===== src/rtl/rename_pkg.sv =====
// Rename-stage shared types and sizing: physical register tags and
// free-list pointers, used by the free list, ROB and map table.
package rename_pkg;

    localparam int NUM_PREGS = 64;
    localparam int NUM_AREGS = 32;
    localparam int FL_DEPTH  = NUM_PREGS - NUM_AREGS;
    localparam int PREG_W    = $clog2(NUM_PREGS);
    localparam int FL_IDX_W  = $clog2(FL_DEPTH);
    localparam int FL_PTR_W  = FL_IDX_W + 1;
    localparam int FL_CNT_W  = $clog2(FL_DEPTH + 1);

    typedef logic [PREG_W-1:0]   preg_t;
    typedef logic [FL_PTR_W-1:0] fl_ptr_t;

    // Wrap bit set, index zero: a tail this far ahead of head means full.
    localparam fl_ptr_t FL_PTR_FULL = {1'b1, {FL_IDX_W{1'b0}}};

    // Index wraps at FL_DEPTH (not necessarily a power of two); the MSB toggles on wrap.
    function automatic fl_ptr_t fl_ptr_inc(input fl_ptr_t p);
        logic [FL_IDX_W-1:0] idx;
        idx = p[FL_IDX_W-1:0];
        if (idx == FL_IDX_W'(FL_DEPTH - 1))
            return {~p[FL_IDX_W], {FL_IDX_W{1'b0}}};
        else
            return {p[FL_IDX_W], idx + FL_IDX_W'(1)};
    endfunction

    function automatic logic [FL_CNT_W-1:0] fl_count(input fl_ptr_t tail, input fl_ptr_t head);
        int unsigned t;
        int unsigned h;
        t = 32'(tail[FL_IDX_W-1:0]);
        h = 32'(head[FL_IDX_W-1:0]);
        if (tail[FL_IDX_W] == head[FL_IDX_W])
            return FL_CNT_W'(t - h);
        else
            return FL_CNT_W'(32'(FL_DEPTH) + t - h);
    endfunction

endpackage


===== src/rtl/phys_reg_freelist.sv =====
// Circular free list of physical register tags. Dispatch pops from head,
// commit pushes superseded tags at tail; flush rewinds head to cmt_head.
module phys_reg_freelist
    import rename_pkg::*;
(
    input  logic                clk,
    input  logic                rst,
    input  logic                alloc_req,
    output preg_t               alloc_preg,
    output logic                freelist_empty,
    output logic [FL_CNT_W-1:0] free_count,
    input  logic                commit_valid,
    input  logic                commit_has_rd,
    input  preg_t               commit_old_preg,
    input  logic                flush
);

    preg_t   mem [FL_DEPTH];
    fl_ptr_t head;
    fl_ptr_t cmt_head;
    fl_ptr_t tail;

    logic do_push;
    logic do_pop;

    // Outputs depend only on registered state: a tag pushed this cycle is
    // not visible to alloc_preg / freelist_empty until the next cycle.
    assign free_count     = fl_count(tail, head);
    assign freelist_empty = (free_count == '0);
    assign alloc_preg     = mem[head[FL_IDX_W-1:0]];

    assign do_push = commit_valid && commit_has_rd;
    assign do_pop  = alloc_req && !freelist_empty && !flush;

    always_ff @(posedge clk) begin
        if (rst) begin
            for (int i = 0; i < FL_DEPTH; i++)
                mem[i] <= preg_t'(NUM_AREGS + i);
            head     <= '0;
            cmt_head <= '0;
            tail     <= FL_PTR_FULL;
        end else begin
            if (do_push) begin
                mem[tail[FL_IDX_W-1:0]] <= commit_old_preg;
                tail                    <= fl_ptr_inc(tail);
                cmt_head                <= fl_ptr_inc(cmt_head);
            end
            // A commit in the flush cycle has already consumed its pop, so
            // head lands one past the current committed head.
            if (flush)
                head <= do_push ? fl_ptr_inc(cmt_head) : cmt_head;
            else if (do_pop)
                head <= fl_ptr_inc(head);
        end
    end

endmodule

===== config.mk =====
export PLATFORM = sky130hd
export DESIGN_NAME = phys_reg_freelist
export DESIGN_NICKNAME = d
export VERILOG_FILES = /design/src/rtl/rename_pkg.sv /design/src/rtl/phys_reg_freelist.sv
export SDC_FILE = /design/constraint.sdc
export NUM_CORES = 1
export LEC_CHECK = 0
export ABC_AREA = 1
export BUFFER_PORTS_ARGS = -buffer_cell sky130_fd_sc_hd__buf_2
export CAP_MARGIN = 25
export CORE_MARGIN = 5
export CORE_UTILIZATION = 30
export CTS_CLUSTER_DIAMETER = 200
export DETAILED_ROUTE_END_ITERATION = 16
export GPL_TIMING_DRIVEN = 0
export MAX_ROUTING_LAYER = met4
export REMOVE_ABC_BUFFERS = 1
export SYNTH_ARGS = -nofsm -noshare
export SYNTH_HDL_FRONTEND = slang
export SYNTH_SLANG_ARGS = --single-unit
export TNS_END_PERCENT = 30

===== constraint.sdc =====
create_clock -name clk -period 3.4 [get_ports clk]
set_clock_uncertainty 0.05 [all_clocks]
set_input_delay 0.51 -clock clk [delete_from_list [all_inputs] [get_ports clk]]
set_output_delay 0.51 -clock clk [all_outputs]
set_load 0.05 [all_outputs]

; ---- Word-level counts from Yosys, hierarchy flattened
; Memory sizes are Yosys's and may differ from the RTL's. A register that Yosys moved wholly into a read port is not among the register bits.
; Index checks and enable logic that the tools add are counted.
[classes]
n_addsub = 6
n_eq_ne = 4
n_mux = 17
n_bitwise = 3
reduce_logical = 11
[ops]
columns = op, n
row1 = $mux 6, 7
row2 = $mux 5, 4
row3 = $add 5x1->5 const B, 3
row4 = $eq 5x5->1 const B, 3
row5 = $add 6x5->6 const A, 1
row6 = $logic_not 6->1, 1
row7 = $mux 1, 6
row8 = $reduce_or 6->1, 1
row9 = $sub 5x5->6, 1
row10 = $sub 6x5->6, 1
row11 = $reduce_and 2->1, 2
row12 = $reduce_bool 2->1, 2
row13 = $logic_and 1x1->1, 3
row14 = $not 1->1, 3
row15 = $logic_not 1->1, 2
row16 = $eq 1x1->1, 1
[totals]
regBits = 18
mem_bits_rw = 192
input_bits = 12
output_inout_bits = 13
wordCells = 47
memories = 1
[mem_list]
columns = memory, depth, width, rd, rd_ports_with_merged_regs, wr, line
row1 = mem, 32, 6, 1, 1, 32, phys_reg_freelist.sv:18  ; preg_t mem [FL_DEPTH];

; ---- Logic depth before layout (Yosys ltp)
[logic_depth]
ltp_word = 11
depth_mapped = 14
mapped_depth_nobuf = 14

; ---- Worst setup path after synthesis
; No wires, ideal clock.
[synth_timing]
kind = reg2out
from = register tail[0]
to = output freelist_empty
arrival_ps = 2271
setup_slack_ps = 569
stages_incl_launch_ff = 12
path_buffers = 0
cell_sequence = dfxtp_1 inv_1 ha_1 inv_1 fa_1 nand3_1 nand2_1 nand2_1 nand2_1 nor2_2 nand3_4 inv_1
[synth_between]
elab_chain_cells = 4
[synth_lines]
columns = element, line
row1 = start: declaration, phys_reg_freelist.sv:21  ; fl_ptr_t tail;
row2 = start signal: assignment, phys_reg_freelist.sv:45  ; tail <= fl_ptr_inc(tail);
row3 = $add 6x5->6, rename_pkg.sv:37  ; return FL_CNT_W'(32'(FL_DEPTH) + t - h);
row4 = $sub 6x5->6, rename_pkg.sv:37
row5 = $mux 6 (*), rename_pkg.sv:34  ; if (tail[FL_IDX_W] == head[FL_IDX_W])
row6 = named net free_count[4], phys_reg_freelist.sv:11  ; output logic [FL_CNT_W-1:0] free_count,
row7 = $logic_not 6->1 (*), phys_reg_freelist.sv:29  ; assign freelist_empty = (free_count == '0);
row8 = end: declaration, phys_reg_freelist.sv:10  ; output logic freelist_empty,
; The timed path passes the listed nets; every way through them passes the cells marked *.

==> parameters.txt <==
Parameter                              Value

Timing
  Setup violations, final    0
  Share of the clock period used by the worst path after layout    0.9551
  Worst-Margin Slew    811.5 ps
  Setup WS post-layout    152.7 ps
  Minimum period implied by the final worst setup slack    3247 ps
  Upper clock frequency limit    307.9 MHz
  Count of final hold-check violations    0
  Worst rel slew slack    0.4533
  Minimum hold slack    307.3 ps
  Final Slew Violations    0
  Unrepaired setup endpoints after global routing    false

Critical path
  CP Class    flip-flop to output pin
  Slowest cell on crit path    dfxtp_4
  FF-to-FF path depth    12
  Startpoint of the most critical register-to-register path    tail[0]
  Maximum cell stage delay along the critical path    400 ps
  Required time worst endpoint    2840 ps
  Capturing element type of the critical path    output pin
  Category of the worst setup path launch point    flip-flop
  Flop-to-flop setup slack    1020 ps
  Endpoint arrival time on the critical path    2690 ps
  Maximum fanout along the worst path    83
  Critical path, cell by cell    buf_16 -> inv_16 -> o21ai_0 -> o221ai_1 -> nand3_1 -> nand2_1 -> nor2_1 -> a21oi_1 -> buf_2

Floorplan
  Row Count    67
  Core box area    0.03362 mm2
  Initial core utilization    0.3045
  Vertical extent of the die    194.7 um
  I/O pin total    25
  Width of the die    194.7 um
  Die outline area    0.03791 mm2

Global route
  Total grt overflow    0
  Vias in the first global route    7,531
  Pin count of the biggest net entering global routing    84
  First-pass GRT wire length    41.65 mm
  Total routing usage reported by global routing    0.1399
  Initial antenna violation count    0

CTS
  CTS tree    built
  Number of buffers added to fix hold violations after cts    0
  Max Root-Sink Buffers    3
  CTS clk-pin slew, worst paths    60 ps
  Number of buffers created by CTS    24
  Clock latency on the worst-skew pair    500 ps
  Number of levels the H-tree was split into    1
  CTS root buffer    clkbuf_16
  Clock Sinks    215

Job
  Max-cap violation count    0

Placed design
  Count of port buffers added during placement    24
  Worst slack, placed    -171.8 ps
  Global placement routability congestion    0.8548
  Placed Cells    1,483
  Final HPWL DP    16.78 mm

Hold path
  Worst hold path cell count    6
  Endpoint, Worst Hold    head[5]
  HP Class    primary input to flip-flop
  HP Start    flush

Route
  DRC violation count after routing    0
  Length of routed met2 wiring    12.01 mm
  Max Used Layer    met4
  Total Wirelength    26.57 mm
  Post-Route M1 WL    11.60 mm
  Wire length on met3    2.016 mm
  Number of nets still failing antenna checks after routing    0
  Vias after detailed routing    7,701
  Drt wl/cell    17.35 um
  Drt initial violations    643
  Via/cell ratio    5.027
  First-pass detailed-route iteration total    5

Synthesis
  Mean instance size in the synthesized netlist    9.575 um2
  Flip-flop and latch count after synthesis    215
  Synthesized instance count    1,069
  Unique cell type count in the Yosys netlist    37
  Seq/Total Area, Yosys    0.6082
  Post-Synthesis Cell Area    0.01024 mm2
  Ys Warns    0

Cells and area
  Top library cells by usage in the layout, fill and taps aside    235 x nor2_1, 194 x nand2_1, 192 x edfxtp_1, 104 x o21ai_0, 75 x inv_1
  Share of cells above drive strength 1    0.09963
  Finished Layout Cells    1,532
  Leading cell type in the layout, fill and taps excluded    nor2_1
  Number of filler instances in the final layout    3,347
  Number of nets in the layout    1,094
  Signed area change from the synthesized netlist to the final layout    13.63%
  Ant. Diodes    0

Power
  Peak supply drop    271.4 uV
  Power density over the cells    519.9 mW/mm2
  Static power due to leakage    3.722 nW

Outcome
  Run status    complete, no violations
==> cells by family (layout without fill, tap and decap cells) <==
logic type | count (synthesis) | in the layout | synth area share
multiplexers | 1 | 1 | 0.0009779
XOR/XNOR | 4 | 4 | 0.003423
AO/OA/AOI/OAI | 188 | 188 | 0.1095
AND/OR/NAND/NOR | 494 | 494 | 0.1978
buffers and inverters | 151 | 166 | 0.05977
adder cells (fa/ha/maj) | 16 | 16 | 0.02029
flip-flops | 215 | 215 | 0.6082
==> synth_stat cells (all sizes together) <==
cell type | number | area [um2]
a21oi | 19 | 95.09
a22oi | 1 | 7.510
a31oi | 4 | 25.02
buf | 25 | 138.9
clkbuf | 39 | 146.4
clkinv | 1 | 3.750
dfxtp | 23 | 460.4
edfxtp | 192 | 5766
fa | 1 | 20.02
ha | 15 | 187.7
inv | 86 | 322.8
mux2i | 1 | 10.01
nand2 | 205 | 815.8
nand3 | 34 | 207.7
nand3b | 3 | 22.52
nand4 | 2 | 12.51
nor2 | 240 | 913.4
nor3 | 9 | 45.04
nor3b | 1 | 7.510
o21a | 2 | 15.01
o21ai | 111 | 555.5
o221ai | 40 | 350.3
o22ai | 9 | 56.30
o31ai | 1 | 7.510
o32ai | 1 | 8.760
xnor2 | 2 | 17.52
xor2 | 2 | 17.52
==> critical path: cells and delay by family, from the launching register on <==
kind | cells | cell delay, ps
and+or+nand+nor | 3 | 320
DFF | 1 | 400
buffers and inverters | 3 | 780
AOI/OAI and AO/OA | 3 | 610
==> report_power, final <==
part           internal (mW)  switching [mW]  total (mW)
sequential              2.91          0.0366        2.95
clock                   1.43            1.03        2.47
combinational          0.156           0.478       0.634
==> registers in the layout, indices dropped and copies added (netlist names), named ones only <==
signal and count:
mem 192, tail 6, head 6, cmt_head 6
==> repair_timing <==
| item | CTS | global route |
|---|---|---|
| buffers inserted | 3 | 0 |
| endpoints found under the setup margin | 6 | 7 |
| pin swaps | 0 | 0 |
| resized for setup | 9 | 7 |
| cloned | 2 | 0 |
==> worst max-delay path by stage <==
stage,cells after the start,slack (ps),startpoint,end
finish,9,150,flip-flop,alloc_preg[0]
global route,9,4,flip-flop,alloc_preg[4]
CTS,8,6,flip-flop,alloc_preg[3]
detailed placement,7,-170,flip-flop,alloc_preg[3]
global placement,7,-3090,flip-flop,alloc_preg[5]
floorplan,6,-700,flip-flop,alloc_preg[1]
==> routing by layer <==
layer	global-route usage	up-vias
met2	0.2142	295
met5	-	-
met1	0.1933	3695
li1	-	3640
met4	0.04714	0
met3	0.01835	71
==> stage by stage <==
step	power (mW)	area (um2)	TNS [ps]	utilization
detailed placement	3.621	10800	-300.6	0.3212
global placement	3.595	10630	-18760	0.3163
global route	6.245	11630	0	0.3460
floorplan	3.394	9951	-4141	-
finish	6.047	11630	0	0.3460
CTS	6.079	11610	0	0.3455
==> area by class of cell <==
class,instances,area (um2),share of cell area
sequential,215,6237,0.5362
multi-input combinational,703,3402,0.2925
clock buffer,33,696.9,0.05992
tap,448,560.5,0.04819
inverter,87,352.8,0.03034
timing repair buffer,33,305.3,0.02625
clock inverter,11,57.56,0.004948
timing repair inverter,2,18.77,0.001614
Note: power is estimated with default switching activity, not from simulation.
